==> src/rtl/ex_mem_stage.sv <==
// EX/MEM pipeline register behind the ALU: valid/ready handshake with a
// two-entry skid buffer, branch resolution at capture, flush support.
module ex_mem_stage #(
  parameter int DW = 32,
  parameter int RW = 5
) (
  input  logic          i_clk,
  input  logic          i_rst_n,
  input  logic          i_flush,
  input  logic          i_valid,
  output logic          o_ready,
  input  logic [DW-1:0] i_alu,
  input  logic          i_zf,
  input  logic [RW-1:0] i_wreg,
  input  logic          i_regwrite,
  input  logic          i_memread,
  input  logic          i_memwrite,
  input  logic          i_beq,
  input  logic          i_bne,
  output logic          o_valid,
  input  logic          i_ready,
  output logic [DW-1:0] o_alu,
  output logic          o_zf,
  output logic [RW-1:0] o_wreg,
  output logic          o_regwrite,
  output logic          o_memread,
  output logic          o_memwrite,
  output logic          o_br_taken,
  output logic [1:0]    o_count
);

  typedef struct packed {
    logic [DW-1:0] alu;
    logic          zf;
    logic [RW-1:0] wreg;
    logic          rw;
    logic          mr;
    logic          mw;
    logic          br;
  } entry_t;

  // State encoding doubles as the occupancy count.
  typedef enum logic [1:0] {EMPTY = 2'd0, ONE = 2'd1, FULL = 2'd2} state_t;

  state_t state_q;
  entry_t main_q, skid_q, new_e;
  logic   ready_q;
  logic   in_x, out_x;

  always_comb begin
    new_e      = '0;
    new_e.alu  = i_alu;
    new_e.zf   = i_zf;
    new_e.wreg = i_wreg;
    new_e.rw   = i_regwrite;
    new_e.mr   = i_memread;
    new_e.mw   = i_memwrite;
    new_e.br   = (i_beq & i_zf) | (i_bne & ~i_zf);
  end

  assign o_valid = (state_q != EMPTY);
  assign in_x    = i_valid & ready_q;
  assign out_x   = o_valid & i_ready;

  // ready_q tracks "next state is not FULL" so it never depends on i_ready.
  always_ff @(posedge i_clk) begin
    if (!i_rst_n) begin
      state_q <= EMPTY;
      main_q  <= '0;
      skid_q  <= '0;
      ready_q <= 1'b1;
    end else if (i_flush) begin
      state_q <= EMPTY;
      ready_q <= 1'b1;
    end else begin
      case (state_q)
        EMPTY: if (in_x) begin
          main_q  <= new_e;
          state_q <= ONE;
        end
        ONE: begin
          if (in_x && out_x) begin
            main_q <= new_e;
          end else if (in_x) begin
            skid_q  <= new_e;
            state_q <= FULL;
            ready_q <= 1'b0;
          end else if (out_x) begin
            state_q <= EMPTY;
          end
        end
        FULL: if (out_x) begin
          main_q  <= skid_q;
          state_q <= ONE;
          ready_q <= 1'b1;
        end
        default: begin
          state_q <= EMPTY;
          ready_q <= 1'b1;
        end
      endcase
    end
  end

  assign o_ready    = ready_q;
  assign o_count    = state_q;
  assign o_alu      = main_q.alu;
  assign o_zf       = main_q.zf;
  assign o_wreg     = main_q.wreg;
  assign o_regwrite = o_valid & main_q.rw;
  assign o_memread  = o_valid & main_q.mr;
  assign o_memwrite = o_valid & main_q.mw;
  assign o_br_taken = o_valid & main_q.br;

endmodule

==> config.mk <==
export PLATFORM = sky130hd
export DESIGN_NAME = ex_mem_stage
export DESIGN_NICKNAME = d
export VERILOG_FILES = /design/src/rtl/ex_mem_stage.sv
export SDC_FILE = /design/constraint.sdc
export NUM_CORES = 1
export LEC_CHECK = 0
export ABC_AREA = 0
export BUFFER_PORTS_ARGS = -buffer_cell sky130_fd_sc_hd__buf_2
export CAP_MARGIN = 20
export CELL_PAD_IN_SITES_DETAIL_PLACEMENT = 2
export CELL_PAD_IN_SITES_GLOBAL_PLACEMENT = 2
export CORE_ASPECT_RATIO = 1.5
export CORE_MARGIN = 1.5
export CORE_UTILIZATION = 35
export CTS_CLUSTER_DIAMETER = 200
export CTS_CLUSTER_SIZE = 20
export DETAILED_ROUTE_END_ITERATION = 8
export PLACE_DENSITY = 0.88
export SETUP_SLACK_MARGIN = 0.05
export SLEW_MARGIN = 20
export SYNTH_ARGS = -nofsm -noshare
export SYNTH_HDL_FRONTEND = slang
export SYNTH_SLANG_ARGS = --single-unit
==> constraint.sdc <==
create_clock -name i_clk -period 2.3 [get_ports i_clk]
set_input_delay 0.23 -clock i_clk [delete_from_list [all_inputs] [get_ports i_clk]]
set_output_delay 0.23 -clock i_clk [all_outputs]
set_load 0.02 [all_outputs]
==> results of run 1 <==
-- layer usage --
| metal | GRT usage, % | vias to the layer above |
|---|---|---|
| met5 | 0 | - |
| met4 | 9.788 | 0 |
| met3 | 3.322 | 14 |
| met2 | 35.09 | 58 |
| met1 | 16.60 | 1547 |
| li1 | - | 1524 |
-- power groups by stage --
stage / Clock (W) / Combinational [W] / Sequential [W]
final: 0.00137 / 0.000398 / 0.00161
after global routing: 0.00147 / 0.000435 / 0.00162
after CTS: 0.00142 / 0.000407 / 0.00161
after detailed placement: 0 / 0.000406 / 0.00165
after global placement: 0 / 0.000393 / 0.00164
after floorplan: 0 / 0.000329 / 0.00164
-- metrics by stage --
stage	setup WS [ns]	cell area [sq um]	hold slack [ns]	cells	utilization [%]
floorplan	0.7493	4034	0.3028	435	-
global placement	0.6012	4290	0.4395	613	38.60
detailed placement	0.5276	4290	0.4539	613	38.60
CTS	0.4763	4566	0.1256	628	41.08
global route	0.3173	4568	0.1428	629	41.10
finish	0.4880	4568	0.1355	629	41.10
-- registers in the layout (all words and copies together), names as in the netlist --
signal	flops
main_q	4
o_alu	32
o_count	2
o_ready	1
o_wreg	5
o_zf	1
skid_q	42
-- cell families after synthesis --
group                  Yosys count  synth area share, %
flip-flops                      87                43.18
AND/OR/NAND/NOR                144                14.86
buffers and inverters           71                11.94
AO/OA/AOI/OAI                   91                19.60
multiplexers                    42                10.42
-- layout make-up --
type,instances,area (sq um),area share [%]
diodes,1,2.502,0.05478
clock buffers,12,256.5,5.615
clock inverters,3,18.77,0.4108
inverters,1,3.754,0.08217
multi-input cells,277,1823,39.91
flip-flops and latches,87,1742,38.13
well taps,147,183.9,4.026
repair buffers,101,538.0,11.78
-- final timing paths --
kind,cells after the start,endpoint,slack [ns]
worst min register to register,2,skid_q[4],0.46
worst max register to register,5,skid_q[11],0.49
worst max-delay path,5,skid_q[11],0.49
worst min-delay path,3,skid_q[13],0.14
-- cell usage in the layout, fill, tap and decap left out, types with 4 or more instances in the layout --
cell / instances
clkbuf_16: 9
buf_2: 93
buf_4: 7
dfxtp_1: 87
nand2_1: 127
o211a_1: 42
mux2i_1: 42
nor2b_1: 4
a21boi_1: 38
-- worst min-delay path, delay by kind of cell --
| family | cells | cell delay, ns |
|---|---|---|
| buffers and inverters | 1 | 0.11 |
| AOI/OAI and AO/OA | 1 | 0.05 |
| and+or+nand+nor | 1 | 0.05 |
-- Yosys cell counts, drive strengths merged (2+ instances only) --
| master | count | area [sq um] |
|---|---|---|
| a21boi | 41 | 307.8 |
| a31oi | 2 | 18.77 |
| buf | 61 | 444.2 |
| clkbuf | 9 | 33.78 |
| dfxtp | 87 | 1742 |
| mux2i | 42 | 420.4 |
| nand2 | 127 | 476.7 |
| nand2b | 2 | 12.51 |
| nand3b | 3 | 22.52 |
| nand4b | 2 | 17.52 |
| nor2 | 2 | 7.510 |
| nor2b | 4 | 25.02 |
| o211a | 42 | 420.4 |
==> results by group, run 1 <==
Worst setup path
  • Max incr delay on CP: just over 0.5 ns
  • Worst EP arrival: 2.07 ns
  • CP Capture Type: flop
  • Critical path startpoint: o_count[0]
  • Worst Path Required: ~2.6 ns
  • Critical path cell sequence: and4bb_1 -> and3b_2 -> buf_12 -> nand2_1 -> a21boi_1
  • Crit-path leading delay family: simple AND/OR/NAND/NOR gates
  • CP bufs+invs: 1
  • Critical-path maximum fanout: 22
  • Worst reg2reg startpoint: o_count[0]
  • Startpoint Class: flop
  • Critical path class: reg -> reg
  • Slowest CP cell: and3b_2

Placed design
  • Dpl hpwl: between 7 and 8 mm
  • Placer Congestion: between 0.7 and 0.8
  • PortBufs: between 90 and 100

Route
  • WL/cell: about 16 um
  • DR WL met3: about 420 um
  • Drt initial violations: 75
  • Metal-1 WL: around 3.8 mm
  • Vias: about 3100
  • Routed Antenna Nets: 0
  • Drt total wl: 10.29 mm
  • Met2 Wirelength: 5.733 mm
  • Vias/cell: roughly 5.0
  • DR DRC count: 0
  • DRT Pass-1 Iters: 4
  • Highest Signal Layer: met4

Logic synthesis
  • Syn nets: between 400 and 500
  • Commonest register cell after synthesis: dfxtp_1
  • Sequential area share after synthesis: between 40% and 50%
  • Synthesized flop and latch total: 87
  • Cells after Synth: 435
  • Yosys warns: 0
  • EDFF count, synth: 0
  • Mapped cell area: between 0.004 and 0.005 sq mm
  • Syn_area_per_cell: approximately 9.3 sq um
  • Netlist cell types: 28
  • Async S/R FF share, synth: 0%

Power and ir drop
  • LEAKAGE: ~2.5 nW
  • Flop pwr share: between 40% and 50%
  • Part of the power in the clock network: between 40% and 50%
  • Sw power: around 0.00086 W
  • Sw frac: between 20 and 30%
  • Tot Pwr: roughly 0.0034 W
  • Design internal power: 0.002523 W
  • P per Cell Area: 739.8 mW/mm^2
  • Maximum VDD drop: between 0.3 and 0.4 mV
  • Combinational Power Share: 11.8%

STA
  • Worst Clk Skew: 0.005073 ns
  • Final Cycle Share: about 80%
  • Hold Vio Cnt, Final: 0
  • Worst slew pin tran: ~0.47 ns
  • RSZ-0062 raised after global routing: no
  • Setup TNS: 0 ns
  • Slew Viols, Final: 0
  • Final setup fails: 0
  • Period minus WS final: approximately 1.8 ns
  • Slew margin rel.: approximately two thirds
  • Top achievable clock speed: between 0.5 and 0.6 GHz

Floorplan
  • Row count: 47
  • Initial Utilization: a little over a third
  • Top-level I/O count: 94
  • Die area: 0.01219 sq mm
  • Die width: approximately 91 um
  • DIE HEIGHT: approximately 130 um
  • Core area: between 0.01 and 0.015 sq mm

Global route
  • GRT Resource Usage Total: between 10% and 20%
  • Largest net degree at the start of global routing: 44
  • Aggregate global routing overflow: 0
  • Number of global-route vias before repair: about 3500
  • First-pass GRT wire length: between 15 and 20 mm
  • Initial antenna violation count: 1

Final layout
  • Fill count: ~1300
  • Area delta synth->final: 13.24%
  • Number of nets in the layout: roughly 530
  • Layout cells sized above 1: around a quarter

Clock network
  • Clock sink total: 87
  • Worst-Skew Late Latency: around 0.34 ns
  • CTS tree: built
  • Hold Buf Count CTS: 0
  • H-tree depth: 3
  • Post-CTS Setup Bufs: 0
  • Resized Gates After CTS: 0
  • Clock slew at reported path FFs: approximately 0.06 ns
  • Maximum root-to-sink buffer count: 2
  • Clock Root Buffer: clkbuf_16
  • TritonCTS Buffers: 9

Min path
  • HP Class: in -> reg
  • Hold_sp: i_alu[3]

Flow run
  • Max Cap Viol: 0

Run status
  • Status: finished clean
(Power assumes the default switching activity.)
==> run 2: changes to the inputs <==
Settings changed: CORE_UTILIZATION 35 to 32, PLACE_DENSITY 0.88 to 0.82.
Clock period 2.3 ns to 1.7 ns, I/O delays scaled along.
==> run 2 against run 1 <==
Effect of this change:
- maximum frequency rose by 15%
- largest cell class unchanged
- total power is 44% higher
- sequential share of layout area fell by 1.3 points
- count of clock-buffer cells in the layout shrank 3
- register-to-register slack worse by 0.36 ns
- cell count is 2.1% higher
- hold slack worse by 0.056 ns
- non-clock buffer count increased by 5
- die area up 9.1%
==> results by group, run 2 (synthesis gave the netlist of run 1 again) <==
Route
  • Routed Antenna Nets: 0 (unchanged)
  • Vias/cell: 4.914 (-1.7%)
  • Drt total wl: 10.97 mm (+6.6%)
  • WL/cell: 17.09 um (+4.5%)
  • DR DRC count: 0 (unchanged)
  • DRT Pass-1 Iters: 4 (unchanged)
  • Vias: 3155 (+0.38%)
  • Drt initial violations: 79 (+5.3%)

Final layout
  • Most flops, register: skid_q
  • Final std cells w/o fill: 642 (+2.1%)
  • Number of nets in the layout: 530 (+0.95%)
  • Max reg flops: 42 (unchanged)
  • Commonest non-fill, non-tap cell in the layout: nand2_1
  • Most frequent cells in the layout: 127 x nand2_1, 93 x buf_2, 85 x dfxtp_1
  • Final instance area: 0.004740 sq mm (+3.8%)
  • Area delta synth->final: 17.49%
  • Ant diodes: 0 (-1)
  • Multi-input logic area: 0.001826 sq mm (+0.14%)
  • Layout cells sized above 1: 26.13% (+1.6 points)
  • Register area: 0.001744 sq mm (+0.14%)
  • Fill count: 1413 (+11%)

Power and ir drop
  • Flop pwr share: 45.0% (-2.7 points)
  • LEAKAGE: 2.600 nW (+2.7%)
  • P per Cell Area: 1024 mW/mm^2 (+38%)
  • Design internal power: 0.003655 W (+45%)
  • Sw power: 0.001198 W (+40%)
  • Combinational Power Share: 11.9% (about the same)
  • Sw frac: 24.69% (-0.66 points)
  • Part of the power in the clock network: 43.0% (+2.5 points)
  • Maximum VDD drop: 0.4943 mV (+53%)

Min path
  • HP Class: in -> reg
  • Hold Path Sink: skid_q[24]
  • Hold depth: 3 (unchanged)
  • Hold_sp: i_alu[14]

Worst setup path
  • Worst reg2reg startpoint: o_count[1]
  • Crit-path leading delay family: compound AO/OA/AOI/OAI gates
  • Critical R2R Capture: main_q[0]
  • CP bufs+invs: 1 (unchanged)
  • Slowest CP cell: dfxtp_2
  • Critical path cell sequence: nand3b_1 -> a31oi_4 -> buf_6 -> o2111ai_1 -> o21ai_0
  • Critical-path maximum fanout: 26 (+18%)
  • Startpoint Class: flop
  • Worst EP arrival: 1.83 ns (-0.24 ns)
  • Worst Path Required: 1.95 ns (-0.61 ns)
  • Max incr delay on CP: 0.44 ns (-0.07 ns)
  • CP Capture Type: flop
  • R2R depth: 5 (unchanged)
  • Critical path class: reg -> reg
  • Flop-to-flop setup slack: 0.13 ns (-0.36 ns)

Clock network
  • Worst-Skew Late Latency: 0.33 ns (about the same)
  • Maximum root-to-sink buffer count: 2 (unchanged)
  • Hold Buf Count CTS: 0 (unchanged)
  • H-tree depth: 3 (unchanged)
  • CTS tree: built
  • Clock sink total: 87 (unchanged)
  • Clock slew at reported path FFs: 0.07 ns (about the same)
  • TritonCTS Buffers: 9 (unchanged)
  • Clock Root Buffer: clkbuf_16

Floorplan
  • Core area: 0.01239 sq mm (+11%)
  • Initial Utilization: 32.57% (-3.7 points)
  • Top-level I/O count: 94 (unchanged)
  • Row count: 50 (+6.4%)
  • DIE HEIGHT: 140.5 um (+4.5%)
  • Die area: 0.01330 sq mm (+9.1%)
  • Die width: 94.67 um (+4.4%)

STA
  • Post-route worst setup slack: 0.1251 ns (-0.3628 ns)
  • Slew Viols, Final: 0 (unchanged)
  • Worst slew pin tran: 0.5438 ns (+0.07061 ns)
  • Final Cycle Share: 92.64% (+14 points)
  • Period minus WS final: 1.575 ns (-0.2372 ns)
  • Top achievable clock speed: 0.6350 GHz (+15%)
  • Slew margin rel.: 63.75% (-4.7 points)
  • Fin Hold WS: 0.07970 ns (-0.05576 ns)
  • RSZ-0062 raised after global routing: no
  • Setup TNS: 0 ns (unchanged)
  • Final setup fails: 0 (unchanged)
  • Hold Vio Cnt, Final: 0 (unchanged)
  • Worst Clk Skew: 0.008915 ns (+0.003842 ns)

Global route
  • Aggregate global routing overflow: 0 (unchanged)
  • Initial antenna violation count: 0 (-1)
  • Number of global-route vias before repair: 3444 (-0.75%)
  • M3 GR Usage: 3.203% (-0.12 points)
  • GR Util met1: 17.49% (+0.89 points)
  • GRT Resource Usage Total: 16.65% (-1.0 points)
  • GRT busiest layer: met2
  • First-pass GRT wire length: 17.08 mm (+1.3%)
  • Largest net degree at the start of global routing: 59 (+34%)
  • GR Util met2: 31.92% (-3.2 points)

Placed design
  • Placed cell areas: 0.004374 sq mm (+2.0%)
  • Placer Congestion: 0.7979 (+8.6%)
  • Inst Count DP: 625 (+2.0%)
  • Dpl hpwl: 7.337 mm (+3.3%)
  • PortBufs: 93 (unchanged)
  • Dpl ws: 0.05320 ns (-0.4744 ns)

Flow run
  • Max Cap Viol: 0 (unchanged)

Run status
  • Status: finished clean
run 2: power groups by stage:
stage / Combinational [W] / Clock, W / Sequential, W
after global placement: 0.000541 / 0 / 0.00223
after global routing: 0.000634 / 0.00223 / 0.00219
after detailed placement: 0.000565 / 0 / 0.00223
final: 0.000578 / 0.00209 / 0.00219
after floorplan: 0.000446 / 0 / 0.00222
after CTS: 0.000569 / 0.00215 / 0.00219
run 2: per-layer routing:
metal | routed length [um] | vias to the layer above
li1 | - | 1531
met1 | 4331 | 1555
met2 | 6159 | 60
met3 | 343 | 9
met4 | 136 | 0
met5 | 0 | -
run 2: how the worst max path moves through the flow:
stage | start | endpoint | slack [ns] | cells after the start
after CTS | o_count[0] | o_alu[9] | 0.07 | 5
after global placement | o_count[1] | o_alu[7] | 0.19 | 5
after floorplan | o_ready | o_zf | 0.15 | 7
final | o_count[1] | main_q[0] | 0.13 | 5
after global routing | o_count[1] | o_alu[23] | 0.07 | 5
after detailed placement | o_count[1] | o_alu[9] | 0.05 | 5
run 2: cell type report:
cell class,count,share of cell area (%)
multi-input cells,277,38.52
inverters,1,0.07920
flip-flops and latches,87,36.80
repair buffers,106,13.91
clock inverters,6,1.822
clock buffers,9,4.752
well taps,156,4.118
run 2: through the flow:
stage / power (W) / util [%]
after floorplan: 0.002665 / -
after CTS: 0.004909 / 37.86
after detailed placement: 0.002796 / 35.31
final: 0.004852 / 38.26
after global placement: 0.002766 / 35.31
after global routing: 0.005060 / 38.26
run 2: worst reg2reg max path: cells and delay by family, from the launching register on:
family	cells	cell delay, ns
AOI/OAI and AO/OA	3	0.60
buffers and inverters	1	0.26
DFF	1	0.44
and+or+nand+nor	1	0.20
run 2: repair_timing:
item | in CTS | in global routing
gates resized for setup | 2 | 2
endpoints found under the setup margin | 28 | 41
pin swaps | 0 | 1
buffers inserted | 0 | 1
cloned | 0 | 1
endpoints found under the hold margin | 0 | 0
==> run 3: changes to the inputs <==
Settings changed: GPL_TIMING_DRIVEN set to 0, MAX_ROUTING_LAYER set to met4, RECOVER_POWER set to 50.
==> run 3 against run 2 <==
Effect of this change:
- clock skew about the same
- utilization up 2.4 points
- count of clock-buffer cells in the layout up 2
- via count up 8.4%
- combinational power up 15%
- flip-flop and latch count unchanged
- highest routed layer unchanged
- maximum frequency down 1.5%
- wire length up 6.9%
- sequential power about the same
==> results by group, run 3 (synthesis gave the netlist of run 1 again) <==
Run status
  • Status: finished clean

Floorplan
  • Core area: 0.01239 sq mm (unchanged)
  • Die width: 94.67 um (unchanged)
  • Top-level I/O count: 94 (unchanged)
  • Die area: 0.01330 sq mm (unchanged)
  • Row count: 50 (unchanged)
  • DIE HEIGHT: 140.5 um (unchanged)
  • Initial Utilization: 32.57% (unchanged)

STA
  • Setup TNS: 0 ns (unchanged)
  • Period minus WS final: 1.599 ns (+0.02371 ns)
  • Slew margin rel.: 65.61% (+1.9 points)
  • Hold Vio Cnt, Final: 0 (unchanged)
  • Final Cycle Share: 94.03% (+1.4 points)
  • Top achievable clock speed: 0.6256 GHz (-1.5%)
  • Final setup fails: 0 (unchanged)
  • Worst slew pin tran: 0.5158 ns (-0.02794 ns)
  • RSZ-0062 raised after global routing: no
  • Worst Clk Skew: 0.009134 ns (+0.0002194 ns)
  • Slew Viols, Final: 0 (unchanged)

Worst setup path
  • Slowest CP cell: nor2_1
  • Flop-to-flop setup slack: 0.13 ns (about the same)
  • Critical-path maximum fanout: 9 (-65%)
  • CP Capture Type: output port
  • Worst reg2reg startpoint: o_ready
  • Crit-path leading delay family: simple AND/OR/NAND/NOR gates
  • Worst Path Required: 1.53 ns (-0.42 ns)
  • CP bufs+invs: 1 (unchanged)
  • Critical R2R Capture: o_alu[10]
  • Critical path cell sequence: nor2_1 -> nor2b_1 -> clkbuf_2
  • Critical path class: reg -> out
  • R2R depth: 7 (+2)
  • Worst EP arrival: 1.43 ns (-0.40 ns)
  • Max incr delay on CP: 0.40 ns (-0.04 ns)
  • Startpoint Class: flop

Power and ir drop
  • Design internal power: 0.003878 W (+6.1%)
  • Combinational Power Share: 13.0% (+1.1 points)
  • Sw power: 0.001253 W (+4.6%)
  • Flop pwr share: 42.6% (-2.4 points)
  • LEAKAGE: 2.674 nW (+2.9%)
  • Part of the power in the clock network: 44.4% (+1.4 points)
  • Maximum VDD drop: 0.4704 mV (-4.8%)
  • P per Cell Area: 1019 mW/mm^2 (-0.43%)
  • Sw frac: 24.42% (-0.27 points)

Global route
  • Number of global-route vias before repair: 3777 (+9.7%)
  • Aggregate global routing overflow: 0 (unchanged)
  • First-pass GRT wire length: 18.73 mm (+9.6%)
  • Initial antenna violation count: 0 (unchanged)
  • GRT Resource Usage Total: 18.93% (+2.3 points)
  • Largest net degree at the start of global routing: 15 (-75%)

Clock network
  • TritonCTS Buffers: 9 (unchanged)
  • Worst-Skew Late Latency: 0.34 ns (about the same)
  • CTS tree: built
  • Maximum root-to-sink buffer count: 2 (unchanged)
  • Clock slew at reported path FFs: 0.06 ns (about the same)
  • Clock sink total: 87 (unchanged)
  • Clock Root Buffer: clkbuf_16
  • H-tree depth: 3 (unchanged)

Route
  • DRT Pass-1 Iters: 4 (unchanged)
  • Routed Antenna Nets: 0 (unchanged)
  • WL/cell: 16.73 um (-2.1%)
  • Drt initial violations: 46 (-42%)
  • Vias/cell: 4.877 (-0.75%)
  • Vias: 3419 (+8.4%)
  • DR DRC count: 0 (unchanged)
  • Drt total wl: 11.73 mm (+6.9%)

Min path
  • Hold_sp: i_ready
  • Hold Path Sink: o_count[1]
  • Hold depth: 2 (-1)
  • HP Class: in -> reg

Final layout
  • Number of nets in the layout: 588 (+11%)
  • Most flops, register: skid_q
  • Most frequent cells in the layout: 127 x nand2_1, 85 x dfxtp_1, 52 x buf_4
  • Area delta synth->final: 24.78%
  • Final core utilization: 40.64% (+2.4 points)
  • Max reg flops: 42 (unchanged)
  • Layout cells sized above 1: 24.59% (-1.5 points)
  • Ant diodes: 0 (unchanged)
  • Commonest non-fill, non-tap cell in the layout: nand2_1

Placed design
  • PortBufs: 93 (unchanged)
  • Dpl hpwl: 8.850 mm (+21%)
  • Placer Congestion: 0.7347 (-7.9%)

Flow run
  • Max Cap Viol: 0 (unchanged)
run 3: changes by cell type in the layout (fill, tap and decap cells not counted), moves of 2 or more:
cell | before | now
a21boi_1 | 38 | 32
buf_4 | 5 | 52
clkbuf_1 | 0 | 51
clkbuf_4 | 0 | 4
buf_2 | 93 | 51
clkbuf_2 | 0 | 6
a21boi_0 | 3 | 9
buf_12 | 6 | 0
clkinv_2 | 2 | 0
run 3: how the worst max path moves through the flow:
stage | from | end | slack [ns] | cells past startpoint
after floorplan | o_ready | o_zf | 0.15 | 7
after CTS | o_ready | o_alu[10] | 0.06 | 7
after detailed placement | o_ready | o_alu[7] | 0.009 | 7
final | o_count[0] | o_memwrite | 0.10 | 3
after global placement | o_ready | o_alu[7] | 0.06 | 7
after global routing | o_count[0] | o_memread | 0.04 | 3
run 3: layer usage:
| layer | GRT usage, % | vias up | wire (um) |
|---|---|---|---|
| li1 | - | 1644 | - |
| met1 | 19.33 | 1705 | 4518 |
| met2 | 35.90 | 57 | 6721 |
| met3 | 2.932 | 13 | 338 |
| met4 | 5.656 | 0 | 153 |
| met5 | - | - | 0 |
run 3: through the flow:
step                total power, W  setup slack (ns)  hold slack (ns)  cells  area (sq um)
detailed placement        0.002916          0.008949           0.4302    684          4695
finish                    0.005131            0.1014          0.07268    701          5034
global placement          0.002886           0.06124           0.4204    684          4695
floorplan                 0.002665            0.1493           0.2428    435          4034
CTS                       0.005204           0.06499          0.06086    700          5051
global route              0.005318           0.04365          0.07678    701          5034
run 3: area by class of cell:
type | count | area, sq um
plain buffers | 70 | 489.2
clock buffers | 11 | 232.7
clock inverters | 5 | 106.4
fillers | 1434 | 7353
inverters | 1 | 3.754
multi-input cells | 277 | 1839
flip-flops and latches | 87 | 1744
well taps | 156 | 195.2
repair buffers | 94 | 422.9
run 3: repair_timing:
action / in CTS / in global routing
endpoints found under the setup margin: 25 / 23
hold buffers: 0 / 0
gates resized for setup: 5 / 6
buffers inserted: 0 / 1
hold endpoints to repair: 0 / 0
pin swaps: 1 / 2
run 3: worst register-to-register path, delay by kind of cell (launching register included):
kind | cells | cell delay, ns
buf+inv | 3 | 0.54
flops | 1 | 0.33
compound gates | 2 | 0.35
simple gates | 2 | 0.26
run 3: power groups by stage:
stage	clock (W)	combinational [W]	sequential, W
5_1_grt	0.00239	0.000727	0.00220
2_1_floorplan	0	0.000446	0.00222
3_3_place_gp	0	0.000661	0.00222
6_report	0.00228	0.000667	0.00219
3_5_place_dp	0	0.000685	0.00223
4_1_cts	0.00232	0.000693	0.00219
